==> config.mk <==
export PLATFORM = sky130hd
export DESIGN_NAME = fifo_ctrl
export DESIGN_NICKNAME = d
export VERILOG_FILES = /design/src/rtl/fifo_ctrl_pkg.sv /design/src/rtl/fifo_ptr.sv /design/src/rtl/fifo_ctrl.sv
export SDC_FILE = /design/constraint.sdc
export NUM_CORES = 1
export LEC_CHECK = 0
export BUFFER_PORTS_ARGS = -buffer_cell sky130_fd_sc_hd__buf_4
export CORE_ASPECT_RATIO = 1.4
export CORE_MARGIN = 4
export CORE_UTILIZATION = 46
export DETAILED_ROUTE_END_ITERATION = 10
export PLACE_DENSITY_LB_ADDON = 0.15
export SYNTH_ARGS = -nofsm -noshare
export SYNTH_HDL_FRONTEND = slang
export SYNTH_SLANG_ARGS = --single-unit
==> constraint.sdc <==
create_clock -name clk -period 4.1 [get_ports clk]
set_clock_uncertainty 0.2 [all_clocks]
set_input_delay 0.205 -clock clk [delete_from_list [all_inputs] [get_ports clk]]
set_output_delay 0.205 -clock clk [all_outputs]
set_load 0.02 [all_outputs]
==> src/rtl/fifo_ctrl_pkg.sv <==
// fifo_ctrl_pkg: shared enable-polarity constants for the FIFO controller and its SRAM port
package fifo_ctrl_pkg;
  localparam logic ChipEnable  = 1'b1;
  localparam logic WriteEnable = 1'b1;
  localparam logic ReadEnable  = 1'b1;
endpackage

==> src/rtl/fifo_ptr.sv <==
// fifo_ptr: W-bit wrap-around pointer that advances by one on inc
module fifo_ptr #(
  parameter int W = 5
) (
  input  logic         clk,
  input  logic         rst,
  input  logic         inc,
  output logic [W-1:0] ptr
);
  logic [W-1:0] ptr_d, ptr_q;
  // next pointer value, wrapping naturally at 2**W
  always_comb begin
    ptr_d = inc ? ptr_q + W'(1) : ptr_q;
  end
  // pointer register, cleared by the active-low async reset
  always_ff @(posedge clk or negedge rst) begin
    if (!rst) ptr_q <= '0;
    else ptr_q <= ptr_d;
  end
  assign ptr = ptr_q;
endmodule

==> src/rtl/fifo_ctrl.sv <==
// fifo_ctrl: FIFO controller driving an external registered-read SRAM
module fifo_ctrl
  import fifo_ctrl_pkg::*;
#(
  parameter int ADDR_WIDTH = 4,
  parameter int DATA_WIDTH = 8,
  parameter int DATA_DEPTH = 16,
  parameter int AF_LEVEL   = 14,
  parameter int AE_LEVEL   = 2
) (
  input  logic                  clk,
  input  logic                  rst,
  input  logic                  ce,
  input  logic                  push,
  input  logic [DATA_WIDTH-1:0] push_data,
  input  logic                  pop,
  output logic [DATA_WIDTH-1:0] pop_data,
  output logic                  pop_valid,
  output logic                  full,
  output logic                  empty,
  output logic                  almost_full,
  output logic                  almost_empty,
  output logic [ADDR_WIDTH:0]   count,
  output logic                  overflow,
  output logic                  underflow,
  input  logic                  clr_err,
  output logic                  sram_ce,
  output logic [ADDR_WIDTH-1:0] sram_waddr,
  output logic                  sram_we,
  output logic [DATA_WIDTH-1:0] sram_wdata,
  output logic [ADDR_WIDTH-1:0] sram_raddr,
  output logic                  sram_re,
  input  logic [DATA_WIDTH-1:0] sram_rdata
);
  localparam logic [ADDR_WIDTH:0] Depth = DATA_DEPTH[ADDR_WIDTH:0];
  localparam logic [ADDR_WIDTH:0] AfLvl = AF_LEVEL[ADDR_WIDTH:0];
  localparam logic [ADDR_WIDTH:0] AeLvl = AE_LEVEL[ADDR_WIDTH:0];
  logic [ADDR_WIDTH:0] wptr, rptr;
  logic en, push_ok, pop_ok, push_err, pop_err;
  logic pop_valid_d, pop_valid_q, overflow_d, overflow_q, underflow_d, underflow_q;
  fifo_ptr #(.W(ADDR_WIDTH + 1)) u_wptr (.clk(clk), .rst(rst), .inc(push_ok), .ptr(wptr));
  fifo_ptr #(.W(ADDR_WIDTH + 1)) u_rptr (.clk(clk), .rst(rst), .inc(pop_ok), .ptr(rptr));
  // occupancy flags, accept decisions, SRAM strobes and next sticky/valid state
  always_comb begin
    count        = wptr - rptr;
    full         = count == Depth;
    empty        = wptr == rptr;
    almost_full  = count >= AfLvl;
    almost_empty = count <= AeLvl;
    en           = rst && (ce == ChipEnable);
    push_ok      = en && push && !full;
    pop_ok       = en && pop && !empty;
    push_err     = en && push && full;
    pop_err      = en && pop && empty;
    sram_ce      = ce;
    sram_we      = push_ok ? WriteEnable : !WriteEnable;
    sram_re      = pop_ok ? ReadEnable : !ReadEnable;
    sram_waddr   = wptr[ADDR_WIDTH-1:0];
    sram_raddr   = rptr[ADDR_WIDTH-1:0];
    sram_wdata   = push_data;
    pop_data     = sram_rdata;
    pop_valid_d  = pop_ok;
    overflow_d   = push_err || (overflow_q && !clr_err);
    underflow_d  = pop_err || (underflow_q && !clr_err);
  end
  // pop_valid tracks the SRAM's one-cycle read latency; error flags are sticky
  always_ff @(posedge clk or negedge rst) begin
    if (!rst) begin
      pop_valid_q <= 1'b0;
      overflow_q  <= 1'b0;
      underflow_q <= 1'b0;
    end else begin
      pop_valid_q <= pop_valid_d;
      overflow_q  <= overflow_d;
      underflow_q <= underflow_d;
    end
  end
  assign pop_valid = pop_valid_q;
  assign overflow  = overflow_q;
  assign underflow = underflow_q;
endmodule

==> impl_metrics.tcl <==
set metrics [dict create \
    outcome "complete, no violations" \
    fp.dieH_um 63.3 \
    ys_types 29 \
    synth_seq_cells 13 \
    die_area_um2 3010 \
    cts.sinks 13 \
    startpoint "u_wptr.ptr[0]" \
    min_period_over_period_pct 70.9 \
    ys_seq_area_share_pct 32.4 \
    rr_worst_depth 9 \
    synthSimpleGateAreaFrac_pct 9.84 \
    dp_hpwl_um 1470 \
    syn_nets 129 \
    max_freq_mhz 344 \
    antenna_found_initial 0 \
    wirelength_um 1820 \
    maxSlewViolCount 0 \
    r2r_slack_ns 1.47 \
    vias 691 \
    cp-endpoint "almost_empty" \
    ant_nets 0 \
    preCtsSetupSlack_ns 1.48 \
    gp_congestion 0.815 \
    die_w_um 47.5 \
    worstPathArrival_ns 2.50 \
    grt_max_degree 16 \
    ctsResizeCount 0 \
    worst_pin_slew_ns 0.395 \
    critPathKind "reg -> out" \
    synth_top_family_by_area "buffers and inverters" \
    end_kind "output pin" \
    netlist_area_um2 1000 \
    setup_viol 0 \
    cp-start-kind "flip-flop" \
    diodes 0 \
    max_cap_viol_count 0 \
    drc 0 \
    coreArea_um2 2020 \
    async_flop_share_pct 100 \
    fillCellCount 176 \
    r2r-end "u_wptr.ptr[1]" \
    hold_violations 0 \
    nets 139 \
    grt_overflow 0 \
    setup_ws_ns 1.19 \
    synth.most_common_cell "buf_4" \
    syn2layout_area_growth_pct 9.46 \
    cts.path.max_buffers 2 \
    synth_flop_cell "dfrtp_1" \
    grt_usage_pct 13.3 \
    synth-adder-area-share_pct 9.46 \
    worstPathRequired_ns 3.69 \
    fin_setup_tns_ns 0 \
    layout-drive-gt1-share_pct 34.9 \
    cp_max_fo 7 \
    synth_mux_area_share_pct 3.74 \
    post-cts-setup-buffers 0 \
    synth_area_per_cell_um2 10.0 \
    rsz0062_at_grt "false" \
    hp-class "in -> reg" \
    synth_compound_area_share_pct 9.84 \
    drt_pre_antenna_iters 4 \
    grt_pass1_vias 683 \
    core.rowCount 19 \
    clockRootBuffer "clkbuf_4" \
    synth_warnings 0 \
    synth_edf_count 0 \
    yosys.area.top_type "dfrtp_1" \
    cts_buffers 3 \
    cts.clk_slew.worst_paths_ns 0.08 \
    drt_iter0_drc 10 \
    r2r-start "u_wptr.ptr[0]" \
    synth_top_area_share_pct 32.4 \
    io_pins 61 \
    viasPerCell 5.32 \
    htreeDepth 1 \
    wl_per_cell_um 14.0 \
    min_period_ns 2.91 \
    synth_xor_area_share_pct 12.0 \
    cts_tree "done" \
    insertion_delay_ns 0.27 \
    slew_headroom_pct 73.5 \
    grt_pass1_wl_um 2930 \
    portBuffers 28 \
    netlist_top_cells_area "dfrtp_1 32%, buf_4 19%, ha_1 7.5%, xnor2_1 7.0%, inv_1 4.1%" \
    netlist_top_cells_count "25 x buf_4, 13 x dfrtp_1, 11 x inv_1, 8 x xnor2_1, 6 x ha_1" \
    synthCells 100 \
    start_util_pct 49.7 \
]
flip-flops by register name, summed over array words and instances (netlist names):
| name | cells |
|---|---|
| overflow | 1 |
| pop_valid | 1 |
| u_rptr.ptr | 5 |
| u_wptr.ptr | 5 |
| underflow | 1 |
layout by cell type (no fill, tap or decap), types with 2 or more instances in the layout:
| cell type | netlist | final |
|---|---|---|
| xnor2_1 | 8 | 8 |
| dfrtp_1 | 13 | 13 |
| nand2_1 | 4 | 4 |
| and3_1 | 3 | 3 |
| nand4_1 | 3 | 3 |
| nor2_1 | 3 | 3 |
| nand3_1 | 2 | 2 |
| clkbuf_4 | 0 | 3 |
| buf_4 | 25 | 28 |
| inv_1 | 11 | 11 |
| ha_1 | 6 | 6 |
| xor2_1 | 2 | 2 |
| dlygate4sd3_1 | 0 | 2 |
| o311ai_1 | 3 | 3 |
through the flow:
stage	hold slack [ns]	util, %	instances	instance area [um^2]
finish	0.0627	54.4	130	1100
global route	0.0730	54.4	130	1100
CTS	0.0588	54.4	130	1100
detailed placement	-0.134	52.1	124	1050
global placement	-0.138	52.1	124	1050
floorplan	-0.291	-	100	1000
final cells by class:
| type | instances | area [um^2] | area share (%) |
|---|---|---|---|
| tap | 21 | 26.3 | 2.39 |
| multi-input combinational | 51 | 450 | 41.0 |
| timing repair buffer | 30 | 230 | 20.9 |
| sequential | 13 | 325 | 29.6 |
| inverter | 11 | 41.3 | 3.75 |
| clock buffer | 4 | 26.3 | 2.39 |
how the worst min path moves through the flow:
stage | startpoint | endpoint | slack [ns] | cells past startpoint
2_1_floorplan | rst | overflow | -0.29 | 0
3_3_place_gp | rst | overflow | -0.14 | 1
3_5_place_dp | rst | overflow | -0.13 | 1
4_1_cts | ce | underflow | 0.06 | 3
5_1_grt | ce | underflow | 0.07 | 3
6_report | ce | underflow | 0.06 | 3
logic make-up (layout without fill, tap and decap cells):
| group | Yosys count | in the layout |
|---|---|---|
| multiplexers | 2 | 2 |
| AND/OR/NAND/NOR | 19 | 19 |
| buffers and inverters | 36 | 45 |
| flip-flops | 13 | 13 |
| AO/OA/AOI/OAI | 11 | 11 |
| XOR/XNOR | 12 | 12 |
| adder cells (fa/ha/maj) | 7 | 7 |
critical path, cell delays in order (launching register included):
cell and delay [ns]:
dfrtp_1 0.43, inv_1 0.09, ha_1 0.17, inv_1 0.06, fa_1 0.39, a21o_1 0.20, a21oi_2 0.17, xnor2_2 0.21
inv_1 0.10, a211oi_1 0.23, buf_4 0.18
timing repair:
action / 4_1_cts / 5_1_grt
hold buffers: 2 / 0
setup endpoints to repair: 0 / 0
endpoints found under the hold margin: 14 / 0
per-layer routing:
metal  vias to the layer above  share of wire (%)  GRT usage (%)
met3                         8                8.0           1.99
met2                        30                 48           19.5
met1                       327                 42           16.8
met4                         0                2.1           9.69
met5                         -                  0              0
li1                        326                  -              -
Power is not shown: default switching activity piles up to over one toggle a cycle in this logic, so the estimate is an artifact.
